### config.mk
export PLATFORM = sky130hd
export DESIGN_NAME = uart_boot_ctrl_flat
export DESIGN_NICKNAME = d
export VERILOG_FILES = /design/src/rtl/uart_boot_ctrl_if.sv /design/src/rtl/uart_boot_ctrl.sv /design/src/flat_wrapper.sv
export SDC_FILE = /design/constraint.sdc
export NUM_CORES = 1
export LEC_CHECK = 0
export BUFFER_PORTS_ARGS = -buffer_cell sky130_fd_sc_hd__buf_2
export CORE_ASPECT_RATIO = 1.25
export CORE_MARGIN = 4
export CORE_UTILIZATION = 57
export DETAILED_ROUTE_END_ITERATION = 12
export PLACE_DENSITY = 0.81
export SLEW_MARGIN = 20
export SYNTH_ARGS = -nofsm -noshare
export SYNTH_HDL_FRONTEND = slang
export SYNTH_SLANG_ARGS = --single-unit
### constraint.sdc
create_clock -name clk -period 3 [get_ports clk]
set_input_delay 0 -clock clk [delete_from_list [all_inputs] [get_ports clk]]
set_output_delay 0 -clock clk [all_outputs]
set_load 0.05 [all_outputs]
### src/rtl/uart_boot_ctrl_if.sv
// uart_boot_ctrl_if: word-addressed RAM port with byte write enables
interface uart_boot_ctrl_if #(
  parameter int ADDR_LEN = 14,
  parameter int XLEN = 32
) ();
  logic en;
  logic [XLEN/8-1:0] we;
  logic [ADDR_LEN-1:0] addr;
  logic [XLEN-1:0] wdata;
  modport master (output en, we, addr, wdata);
  modport slave (input en, we, addr, wdata);
endinterface

### src/rtl/uart_boot_ctrl.sv
// uart_boot_ctrl: framed UART loader that writes RAM words and holds the core in reset while loading
module uart_boot_ctrl #(
  parameter int ADDR_LEN = 14,
  parameter int XLEN = 32,
  parameter logic [7:0] SYNC_BYTE = 8'hA5,
  parameter int TIMEOUT_CYC = 1000000
) (
  input  logic clk,
  input  logic rstb,
  input  logic upgrade_req_b_i,
  input  logic uart_rx_valid_i,
  input  logic [7:0] uart_rx_data_i,
  uart_boot_ctrl_if.slave core_i,
  uart_boot_ctrl_if.master ram_o,
  output logic core_rstb_o,
  output logic busy_o,
  output logic done_o,
  output logic [1:0] err_o
);
  localparam int BPW = XLEN / 8;
  localparam int LW = BPW > 1 ? $clog2(BPW) : 1;
  localparam int TW = $clog2(TIMEOUT_CYC + 1);
  localparam logic [16:0] LIM = 17'd1 << ADDR_LEN;
  localparam logic [LW-1:0] LAST = LW'(BPW - 1);
  typedef enum logic [2:0] {IDLE, SYNC, LEN0, LEN1, DATA, CSUM, DONE, ERR} state_t;
  state_t state_q;
  logic [15:0] len_q;
  logic [16:0] cnt_q;
  logic [ADDR_LEN-1:0] addr_q;
  logic [LW-1:0] lane_q;
  logic [XLEN-1:0] word_q;
  logic [7:0] sum_q;
  logic [TW-1:0] to_q;
  logic wr_q, core_rstb_q, done_q;
  logic [1:0] err_q;
  logic rx, timed, tmo, last_wr, csum_byte;
  logic [7:0] sum_d;
  logic [16:0] len_d;
  assign rx = uart_rx_valid_i;
  assign timed = state_q inside {LEN0, LEN1, DATA, CSUM};
  assign tmo = timed && !rx && to_q == TW'(TIMEOUT_CYC - 1);
  // the final word's write cycle doubles as the CSUM cycle so back-to-back bytes are not lost
  assign last_wr = wr_q && cnt_q + 17'd1 == {1'b0, len_q};
  assign csum_byte = rx && (state_q == CSUM || (state_q == DATA && last_wr));
  assign sum_d = sum_q + uart_rx_data_i;
  assign len_d = {1'b0, uart_rx_data_i, len_q[7:0]};
  always_ff @(posedge clk or negedge rstb)
    if (!rstb) begin
      state_q <= IDLE;
      len_q <= '0;
      cnt_q <= '0;
      addr_q <= '0;
      lane_q <= '0;
      word_q <= '0;
      sum_q <= '0;
      to_q <= '0;
      wr_q <= 1'b0;
      core_rstb_q <= 1'b0;
      done_q <= 1'b0;
      err_q <= 2'd0;
    end else begin
      wr_q <= 1'b0;
      if (wr_q) begin
        addr_q <= addr_q + 1'b1;
        cnt_q <= cnt_q + 17'd1;
      end
      if (timed) to_q <= rx ? '0 : to_q + 1'b1;
      if (timed && rx) sum_q <= sum_d;
      case (state_q)
        IDLE: begin
          core_rstb_q <= upgrade_req_b_i;
          if (!upgrade_req_b_i) begin
            state_q <= SYNC;
            done_q <= 1'b0;
            err_q <= 2'd0;
            addr_q <= '0;
            cnt_q <= '0;
            lane_q <= '0;
            sum_q <= '0;
            to_q <= '0;
          end
        end
        SYNC: if (rx && uart_rx_data_i == SYNC_BYTE) state_q <= LEN0;
        LEN0: if (rx) begin
          len_q[7:0] <= uart_rx_data_i;
          state_q <= LEN1;
        end
        LEN1: if (rx) begin
          len_q[15:8] <= uart_rx_data_i;
          state_q <= len_d > LIM ? ERR : len_d == '0 ? CSUM : DATA;
          if (len_d > LIM) err_q <= 2'd2;
        end
        DATA: begin
          if (last_wr) state_q <= CSUM;
          if (rx && !last_wr) begin
            word_q[lane_q*8 +: 8] <= uart_rx_data_i;
            lane_q <= lane_q == LAST ? '0 : lane_q + 1'b1;
            wr_q <= lane_q == LAST;
          end
        end
        DONE: if (upgrade_req_b_i) state_q <= IDLE;
        ERR: if (upgrade_req_b_i) begin
          state_q <= IDLE;
          core_rstb_q <= 1'b1;
        end
        default: ;
      endcase
      if (csum_byte) begin
        state_q <= sum_d == 8'h00 ? DONE : ERR;
        done_q <= sum_d == 8'h00;
        core_rstb_q <= sum_d == 8'h00;
        if (sum_d != 8'h00) err_q <= 2'd1;
      end
      if (tmo) begin
        state_q <= ERR;
        err_q <= 2'd3;
        lane_q <= '0;
      end
    end
  assign busy_o = !(state_q inside {IDLE, DONE});
  assign core_rstb_o = core_rstb_q;
  assign done_o = done_q;
  assign err_o = err_q;
  assign ram_o.en = busy_o ? wr_q : core_i.en;
  assign ram_o.we = busy_o ? {BPW{wr_q}} : core_i.we;
  assign ram_o.addr = busy_o ? addr_q : core_i.addr;
  assign ram_o.wdata = busy_o ? word_q : core_i.wdata;
endmodule

### src/flat_wrapper.sv
// flat-port wrapper written by rule: the top's interface ports become plain ports
module uart_boot_ctrl_flat 
#(
  parameter int ADDR_LEN = 14,
  parameter int XLEN = 32,
  parameter logic [7:0] SYNC_BYTE = 8'hA5,
  parameter int TIMEOUT_CYC = 1000000
)
  (clk, rstb, upgrade_req_b_i, uart_rx_valid_i, uart_rx_data_i, core_rstb_o, busy_o, done_o, err_o, core_i_en, core_i_we, core_i_addr, core_i_wdata, ram_o_en, ram_o_we, ram_o_addr, ram_o_wdata);
  uart_boot_ctrl_if #(.ADDR_LEN(ADDR_LEN), .XLEN(XLEN)) core_i_i ();
  uart_boot_ctrl_if #(.ADDR_LEN(ADDR_LEN), .XLEN(XLEN)) ram_o_i ();
  input  logic clk;
  input  logic rstb;
  input  logic upgrade_req_b_i;
  input  logic uart_rx_valid_i;
  input  logic [7:0] uart_rx_data_i;
  output logic core_rstb_o;
  output logic busy_o;
  output logic done_o;
  output logic [1:0] err_o;
  input wire logic [$bits(core_i_i.en)-1:0] core_i_en;
  input wire logic [$bits(core_i_i.we)-1:0] core_i_we;
  input wire logic [$bits(core_i_i.addr)-1:0] core_i_addr;
  input wire logic [$bits(core_i_i.wdata)-1:0] core_i_wdata;
  output wire logic [$bits(ram_o_i.en)-1:0] ram_o_en;
  output wire logic [$bits(ram_o_i.we)-1:0] ram_o_we;
  output wire logic [$bits(ram_o_i.addr)-1:0] ram_o_addr;
  output wire logic [$bits(ram_o_i.wdata)-1:0] ram_o_wdata;
  assign core_i_i.en = core_i_en;
  assign core_i_i.we = core_i_we;
  assign core_i_i.addr = core_i_addr;
  assign core_i_i.wdata = core_i_wdata;
  assign ram_o_en = ram_o_i.en;
  assign ram_o_we = ram_o_i.we;
  assign ram_o_addr = ram_o_i.addr;
  assign ram_o_wdata = ram_o_i.wdata;
  uart_boot_ctrl #(.ADDR_LEN(ADDR_LEN), .XLEN(XLEN), .SYNC_BYTE(SYNC_BYTE), .TIMEOUT_CYC(TIMEOUT_CYC)) u_core (.clk(clk), .rstb(rstb), .upgrade_req_b_i(upgrade_req_b_i), .uart_rx_valid_i(uart_rx_valid_i), .uart_rx_data_i(uart_rx_data_i), .core_i(core_i_i), .ram_o(ram_o_i), .core_rstb_o(core_rstb_o), .busy_o(busy_o), .done_o(done_o), .err_o(err_o));
endmodule
==> results of run 1 <==
-- flip-flops by register name (all words and copies together) (netlist names) --
register / flops
u_core.addr_q: 14
u_core.cnt_q: 17
u_core.core_rstb_o: 1
u_core.done_o: 1
u_core.err_o: 2
u_core.lane_q: 2
u_core.len_q: 16
u_core.state_q: 3
u_core.sum_q: 8
u_core.to_q: 20
u_core.word_q: 32
u_core.wr_q: 1
-- worst max-delay path, cell delays in order, from the launching register on --
cell      delay (ps)
dfrtp_1          520
and3_1           350
mux2_2           360
mux2i_1          160
a211oi_1         130
and4_4           210
nor3b_2          220
buf_6            260
nand2_1          230
a21o_1           250
-- per-layer routing --
metal  wire, um  global-route usage  share of wire  up-vias
met3        990              0.0437          0.058       44
met1       7010               0.316           0.41     2851
li1           -                   -              -     2748
met4        483               0.107          0.028        0
met5          0                   0              0        -
met2       8610               0.417           0.50      201
-- logic make-up after synthesis --
logic type,after synthesis,share of synthesized area
compound gates,99,0.0967
xor+xnor,71,0.0916
fa+ha+maj,19,0.0353
buf+inv,45,0.0279
flops,117,0.421
mux,65,0.105
simple gates,290,0.223
-- placed cells by master, fill, tap and decap left out, types with 22 or more instances in the layout --
master and n:
mux2_2 61, nand3_1 24, nor2_1 81, and4_1 34
a21oi_1 22, a21o_1 34, xor2_1 33, buf_2 117
nand2_1 64, dfrtp_1 117, xnor2_1 37
-- through the flow --
step / setup slack, ps / area [um2]
floorplan: 477 / 6950
global placement: 311 / 7670
detailed placement: 206 / 7670
CTS: 145 / 8300
global route: 0.873 / 8320
finish: 193 / 8320
-- power groups by stage --
| stage | combinational (mW) | sequential (mW) | clock [mW] |
|---|---|---|---|
| final | 3.52 | 2.31 | 2.11 |
| after global routing | 3.81 | 2.35 | 2.19 |
| after CTS | 3.52 | 2.30 | 2.13 |
| after detailed placement | 3.50 | 2.31 | 0 |
| after global placement | 3.37 | 2.29 | 0 |
| after floorplan | 2.80 | 2.25 | 0 |
-- final cells by class --
class	instances	area share
multi-input combinational	544	0.463
sequential	117	0.352
timing repair buffer	130	0.0835
tap	161	0.0242
inverter	10	0.00451
clock buffer	20	0.0537
clock inverter	11	0.0190
-- what timing repair did --
action | 4_1_cts | 5_1_grt
hold endpoints to repair | 44 | 0
endpoints found under the setup margin | 0 | 34
gates resized for setup | 0 | 4
hold buffers | 3 | 0
-- worst paths after layout --
path	slack, ps	to	cells after the start
setup / recovery	190	u_core.word_q[13]	9
hold / removal	20	u_core.len_q[0]	2
max in group asynchronous	2050	u_core.word_q[6]	3
setup reg to reg	190	u_core.word_q[13]	9
hold reg to reg	470	u_core.word_q[7]	1
min in group asynchronous	130	u_core.cnt_q[8]	2
==> reports/results.tsv, run 1 <==
metric	value	unit
Psw	3.36	mW
final setup fails	0	
final wirelength	17100	um
clock network power share	0.265	
CTS tree	yes	
largest cells by area after synthesis	dfrtp_1 (42%), mux2_2 (9.9%), xnor2_1 (4.7%)	
H-tree Lvls	4	
Yosys reg bits	117	
Fin Setup TNS	0	ps
clock sinks	117	
largest buffer count on any clock path	2	
Yosys warning total	0	
Crit Path Category	flop to flop	
crit path max fanout	39	
Yosys top cell area share	0.421	
max_slew headroom	0.491	
post-CTS setup buffers	0	
Via Count	5844	
outcome	complete, no violations	
Power Density	954	nW/um2
fillcell total	880	
Via-to-Cell Ratio	5.89	
worst hold start	uart_rx_data_i[0]	
vias in the first global route	5848	
Sw Ratio	0.423	
hold_ws	23.3	ps
Clk pin slew, worst setup/hold paths	50	ps
port bufs	118	
die width	107	um
number of flops mapped to enable cells by yosys	0	
Leak	4.17	nW
post-synthesis async set-or-reset flop share	1.00	
Core Rows	44	
kind of end point of the critical path	flop	
prevailing post-synth register cell	dfrtp_1	
Worst Setup SP	u_core.cnt_q[2]	
area grow syn2layout	19.7	%
post-synth top area cell	dfrtp_1	
sequential cell area	2930	um2
nets@finish	902	
count of pins over their slew limit	0	
mapped cell area	6950	um2
Required @ worst endpoint	3300	ps
ANT nets after route	0	
unrepaired setup endpoints after global routing	false	
n_diodes	0	
initial antenna violation count	0	
Multi-input gate area	3850	um2
Hold Path Class	input port to flop	
worst vdd ir	0.625	mV
Initial Utilization	0.590	
first-pass GRT wire length	28500	um
TritonCTS buffer count	17	
Worst-Margin Slew	763	ps
synth cell count leaders	dfrtp_1 (117), nor2_1 (82), nand2_1 (64)	
internal power	4.58	mW
Mapped Nets	788	
Core Footprint	11800	um2
io pins	119	
Avg Synthesized Cell Area	9.84	um2
fin crit share	0.936	
DRC Markers	0	
Design Power	7.94	mW
Non-Filler Instances	993	
arrival time worst endpoint	3110	ps
Worst-Skew Late Latency	420	ps
Max-Cap Viols	0	
grt total ovfl	0	
part of the power in combinational logic	0.443	
min cycle time layout	2810	ps
most numerous cell in the Yosys netlist	dfrtp_1	
fin util	0.706	
final hold vios	0	
dpl hpwl	11700	um
Clock Root Buffer	clkbuf_16	
Max Fclk	0.356	GHz
Syn Inst Count	706	
initial drt markers	454	
layout cells sized above 1	0.278	
reg2reg start	u_core.cnt_q[2]	
Final Skew	5.21	ps
DIE HEIGHT	131	um
die area	14000	um2
drt wl/cell	17.2	um
sequential power share	0.291	
Netlist cell types	61	
DRT Pass-1 Iters	5	
largest net degree at the start of global routing	46	
post-synthesis sequential area ratio	0.421	
startpoint types	flop	
gr usage total	0.249	
GP Congestion	0.905	
number of instances in the placed design	959	
No activity file was read; power rests on OpenSTA's default activity.
==> run 2: changes to the inputs <==
Clock period 3 ns to 2.6 ns, I/O delays scaled along.
==> reports/results.tsv, run 2 (same netlist as run 1, synthesis figures left out) <==
metric	value	unit	change
Via-to-Cell Ratio	5.94		+0.86%
drt wl/cell	17.5	um	+1.5%
n_diodes	0		unchanged
Fin Setup TNS	0	ps	unchanged
nets@finish	920		+2.0%
part of the power in combinational logic	0.454		+0.011
top flop regs	u_core.word_q: 32 flops, u_core.to_q: 20 flops, u_core.cnt_q: 17 flops		
Worst-Skew Late Latency	420	ps	about the same
reg2reg start	u_core.sum_q[1]		
Initial Utilization	0.590		unchanged
number of flip-flops in the largest register	32		unchanged
number of instances in the placed design	975		+1.7%
initial antenna violation count	0		unchanged
largest net degree at the start of global routing	55		+20%
fin crit share	0.958		+0.0227
io pins	119		unchanged
die area	14000	um2	unchanged
ANT nets after route	0		unchanged
sequential power share	0.276		-0.015
DRC Markers	0		unchanged
max_slew headroom	0.450		-0.0404
DRT Pass-1 Iters	7		+2
Max-Cap Viols	0		unchanged
CP Buf/Inv Count	1		unchanged
arrival time worst endpoint	2770	ps	-340 ps
Non-Filler Instances	1012		+1.9%
Clock Root Buffer	clkbuf_16		
CTS tree	yes		
final wirelength	17700	um	+3.4%
Required @ worst endpoint	2880	ps	-420 ps
worst vdd ir	0.710	mV	+14%
Hold Path Class	input port to flop		
worst reg-to-reg setup slack	110	ps	-80 ps
Top Usage Layer GRT	met2		
R2R cell count	10		+1
startpoint types	flop		
final hold vios	0		unchanged
die width	107	um	unchanged
Largest Register	u_core.word_q		
dpl hpwl	12000	um	+2.8%
Via Count	6007		+2.8%
Crit Path Category	flop to flop		
clock sinks	117		unchanged
TritonCTS buffer count	17		unchanged
met2 usage	0.425		+0.00840
port bufs	118		unchanged
most frequent cells in the layout	buf_2 (118), dfrtp_1 (112), nor2_1 (80)		
hold path endpoint	u_core.len_q[5]		
Leak	4.31	nW	+3.3%
cell chain of the critical path	ha_1 -> a21o_1 -> a211oi_2 -> nor2_1 -> o41ai_2 -> xnor2_1 -> nor4b_4 -> buf_4 -> o21ba_2 -> a31oi_1		
met3 usage	0.0613		+0.0177
largest buffer count on any clock path	2		unchanged
Power Density	1110	nW/um2	+16%
min cycle time layout	2490	ps	-315 ps
setup slack after layout	109	ps	-84.8 ps
count of pins over their slew limit	0		unchanged
gr usage total	0.251		+0.00212
DIE HEIGHT	131	um	unchanged
layout cells sized above 1	0.321		+0.0432
Clk pin slew, worst setup/hold paths	60	ps	about the same
H-tree Lvls	4		unchanged
post-placement cell area	7800	um2	+1.7%
Max Fclk	0.401	GHz	+13%
fillcell total	807		-8.3%
grt total ovfl	0		unchanged
CP delay by family, top	compound AO/OA/AOI/OAI gates		
Reg2Reg Capture Point	u_core.state_q[0]		
internal power	5.56	mW	+21%
initial drt markers	608		+34%
clock network power share	0.270		+0.005
most common cell after layout, fill and taps aside	buf_2		
worst hold start	uart_rx_data_i[5]		
Worst-Margin Slew	823	ps	+60.4 ps
crit-path max cell delay	420	ps	-100 ps
GP Congestion	0.970		+7.3%
area grow syn2layout	24.0	%	
Hold Crit Depth	2		unchanged
final instance area	8610	um2	+3.6%
final setup fails	0		unchanged
Setup Slack @ Placement	40.2	ps	-166 ps
crit path max fanout	3		-92%
Design Power	9.56	mW	+20%
Worst path slowest cell	dfrtp_1		
Core Rows	44		unchanged
kind of end point of the critical path	flop		
Final Skew	7.40	ps	+2.20 ps
Core Footprint	11800	um2	unchanged
outcome	complete, no violations		
Sw Ratio	0.419		-0.00453
first-pass GRT wire length	28800	um	+0.97%
Psw	4.00	mW	+19%
vias in the first global route	6093		+4.2%
GRT met1 Usage	0.305		-0.0109
## run 2: cell count changes in the layout (fill, tap and decap cells not counted), moves of 4 or more
cell | previous run | this run
nand2_1 | 64 | 60
dfrtp_1 | 117 | 112
clkinv_2 | 6 | 1
dfrtp_2 | 0 | 5
clkbuf_8 | 1 | 6
buf_4 | 9 | 26
nand2_2 | 0 | 4
## run 2: worst register-to-register path: stages, from the launching register on
cell      delay (ps)
dfrtp_1          420
ha_1             290
a21o_1           210
a211oi_2         210
nor2_1           100
o41ai_2          350
xnor2_1          190
nor4b_4          230
buf_4            160
o21ba_2          120
a31oi_1           80
## run 2: worst max-delay path by stage
stage	depth (start not counted)	start	slack, ps	to
final	10	u_core.sum_q[1]	110	u_core.state_q[0]
after global routing	10	u_core.cnt_q[0]	-30	u_core.lane_q[0]
after CTS	10	u_core.cnt_q[1]	2	u_core.word_q[6]
after detailed placement	11	u_core.sum_q[0]	40	u_core.core_rstb_o
after global placement	10	u_core.sum_q[1]	90	u_core.state_q[0]
after floorplan	11	u_core.cnt_q[0]	80	u_core.word_q[16]
## run 2: area by class of cell
type	instances	area (um2)	area share
Clock inverter	7	140	0.0163
Multi-Input combinational cell	544	3950	0.458
Clock buffer	25	515	0.0598
Inverter	10	37.5	0.00436
Sequential cell	117	2930	0.341
Timing Repair Buffer	148	837	0.0972
Tap cell	161	201	0.0234
## run 2: what timing repair did
action / 4_1_cts / 5_1_grt
hold buffers: 2 / 0
buffers inserted: 0 / 2
resized for setup: 0 / 30
setup endpoints to repair: 0 / 41
hold endpoints to repair: 53 / 0
## run 2: stage by stage
| stage | hold WS [ps] | util |
|---|---|---|
| final | 35.6 | 0.731 |
| after global routing | 50.0 | 0.731 |
| after CTS | 14.6 | 0.719 |
| after detailed placement | 96.1 | 0.662 |
| after global placement | 83.2 | 0.662 |
| after floorplan | -296 | - |
## run 2: routing by layer
| layer | vias up | wire [um] |
|---|---|---|
| li1 | 2786 | - |
| met3 | 53 | 1110 |
| met1 | 2918 | 7080 |
| met4 | 0 | 488 |
| met2 | 250 | 8990 |
| met5 | - | 0 |
## run 2: power by group through the flow
stage / Sequential, mW / Clock (mW) / Combinational, mW
after floorplan: 2.59 / 0 / 3.23
after global placement: 2.61 / 0 / 4.01
after detailed placement: 2.63 / 0 / 4.14
after CTS: 2.62 / 2.60 / 4.19
after global routing: 2.68 / 2.69 / 4.66
final: 2.64 / 2.58 / 4.34
==> run 3: changes to the inputs <==
Settings changed: BUFFER_PORTS_ARGS -buffer_cell sky130_fd_sc_hd__buf_2 to -buffer_cell sky130_fd_sc_hd__clkbuf_2.
==> reports/results.tsv, run 3 (same netlist as run 1, synthesis figures left out) <==
metric	value	unit	change
outcome	complete, no violations		
top flop regs	u_core.word_q: 32 flops, u_core.to_q: 20 flops, u_core.cnt_q: 17 flops		
kind of end point of the critical path	flop		
arrival time worst endpoint	2850	ps	+80 ps
max layer used	met4		
Via Count	5954		-0.88%
met1 WL	7100	um	+0.34%
first-pass GRT wire length	28800	um	about the same
worst reg-to-reg setup slack	50	ps	-60 ps
gr usage total	0.249		-0.00186
die area	14000	um2	unchanged
final wirelength	17500	um	-1.1%
Non-Filler Instances	1009		-0.30%
Worst-Margin Slew	771	ps	-52.4 ps
drt wl/cell	17.3	um	-0.85%
DRC Markers	0		unchanged
layout cells sized above 1	0.317		-0.00358
Largest Register	u_core.word_q		
worst vdd ir	0.712	mV	+0.25%
hold_ws	20.0	ps	-15.6 ps
Required @ worst endpoint	2900	ps	+20 ps
CP delay by family, top	simple AND/OR/NAND/NOR gates		
Max-Cap Viols	0		unchanged
GP Congestion	0.946		-2.5%
n_diodes	0		unchanged
final setup fails	0		unchanged
Hold Path Class	input port to flop		
crit path max fanout	19		+16
Worst path slowest cell	dfrtp_1		
vias in the first global route	5893		-3.3%
largest net degree at the start of global routing	56		+1.8%
number of instances in the placed design	973		-0.21%
Worst-Skew Late Latency	410	ps	about the same
largest buffer count on any clock path	2		unchanged
metal2 WL	8690	um	-3.3%
Final Skew	5.66	ps	-1.74 ps
Initial Utilization	0.590		unchanged
Crit Path Category	flop to flop		
final hold vios	0		unchanged
cell chain of the critical path	xor3_1 -> nor3b_1 -> nor4_2 -> a211oi_1 -> and4_4 -> nor3b_4 -> buf_4 -> clkbuf_16 -> and4_1 -> a21o_1		
initial antenna violation count	0		unchanged
reg2reg start	u_core.cnt_q[15]		
worst hold start	upgrade_req_b_i		
Via-to-Cell Ratio	5.90		-0.59%
max_slew headroom	0.485		+0.0350
io pins	119		unchanged
H-tree Lvls	4		unchanged
Power Density	1090	nW/um2	-1.8%
CP Buf/Inv Count	2		+1
DIE HEIGHT	131	um	unchanged
grt total ovfl	0		unchanged
DRT Pass-1 Iters	5		-2
Core Rows	44		unchanged
die width	107	um	unchanged
ANT nets after route	0		unchanged
crit-path max cell delay	460	ps	+40 ps
port bufs	118		unchanged
clock sinks	117		unchanged
R2R cell count	10		unchanged
count of pins over their slew limit	0		unchanged
startpoint types	flop		
most frequent cells in the layout	clkbuf_2 (117), dfrtp_1 (111), nor2_1 (81)		
number of flip-flops in the largest register	32		unchanged
Reg2Reg Capture Point	u_core.word_q[27]		
Hold Crit Depth	4		+2
Met3 Wirelength	1200	um	+8.4%
min cycle time layout	2550	ps	+58.3 ps
initial drt markers	349		-43%
fin crit share	0.981		+0.0224
Core Footprint	11800	um2	unchanged
area grow syn2layout	23.8	%	
Clk pin slew, worst setup/hold paths	50	ps	about the same
Leak	4.27	nW	-0.90%
most common cell after layout, fill and taps aside	clkbuf_2		
Clock Root Buffer	clkbuf_16		
TritonCTS buffer count	17		unchanged
Max Fclk	0.392	GHz	-2.3%
nets@finish	919		-0.11%
dpl hpwl	11900	um	-0.94%
hold path endpoint	u_core.core_rstb_o		
CTS tree	yes		
run 3: cell count changes in the layout (fill, tap and decap cells not counted), moves of 2 or more:
cell	change
xnor2_2	-2
buf_2	-118
xnor2_1	+2
clkbuf_2	+117
clkbuf_8	-4
run 3: final cells by class:
type	instances	area [um2]
clock buffer	21	460
clock inverter	9	153
fill	838	3180
inverter	10	37.5
multi-input combinational	544	3960
sequential	117	2940
tap	161	201
timing repair buffer	147	856
run 3: power breakdown:
group	internal, mW	switching, mW
sequential	2.22	0.414
combinational	1.57	2.75
clock	1.64	0.795
run 3: repair_timing:
item                       in CTS  in global routing
setup buffers                   0                  4
gates cloned                    0                  1
hold endpoints to repair       53                  0
hold buffers                    1                  0
pin swaps                       0                  6
setup endpoints to repair       8                 40
gates resized for setup         1                 29
run 3: per-stage QoR:
step | setup TNS (ps) | util | worst slack, ps | total power [mW] | cell area [um2]
after CTS | 0 | 0.715 | 3.62 | 9.23 | 8430
final | 0 | 0.730 | 50.3 | 9.38 | 8600
after detailed placement | 0 | 0.662 | 17.6 | 6.76 | 7800
after global routing | -544 | 0.730 | -44.5 | 9.90 | 8600
after floorplan | 0 | - | 77.2 | 5.82 | 6950
after global placement | 0 | 0.662 | 105 | 6.62 | 7800
run 3: worst max path at each step:
stage / from / cells past startpoint / end / slack [ps]
2_1_floorplan: u_core.cnt_q[0] / 11 / u_core.word_q[16] / 80
3_3_place_gp: u_core.sum_q[1] / 10 / u_core.state_q[0] / 100
3_5_place_dp: u_core.cnt_q[7] / 9 / u_core.word_q[26] / 20
4_1_cts: u_core.cnt_q[1] / 10 / u_core.word_q[26] / 4
5_1_grt: u_core.cnt_q[0] / 12 / u_core.word_q[8] / -40
6_report: u_core.cnt_q[15] / 10 / u_core.word_q[27] / 50
run 3: worst reg2reg max path: cells and delay by family (launching register included):
family	cells	cell delay, ps
AO/OA/AOI/OAI	2	380
XOR/XNOR	1	380
buffers and inverters	2	310
flip-flops	1	460
AND/OR/NAND/NOR	5	910
run 3: routing by layer:
layer	vias up	global-route usage
li1	2791	-
met1	2877	0.326
met2	242	0.417
met3	44	0.0456
met4	0	0.0832
met5	-	0
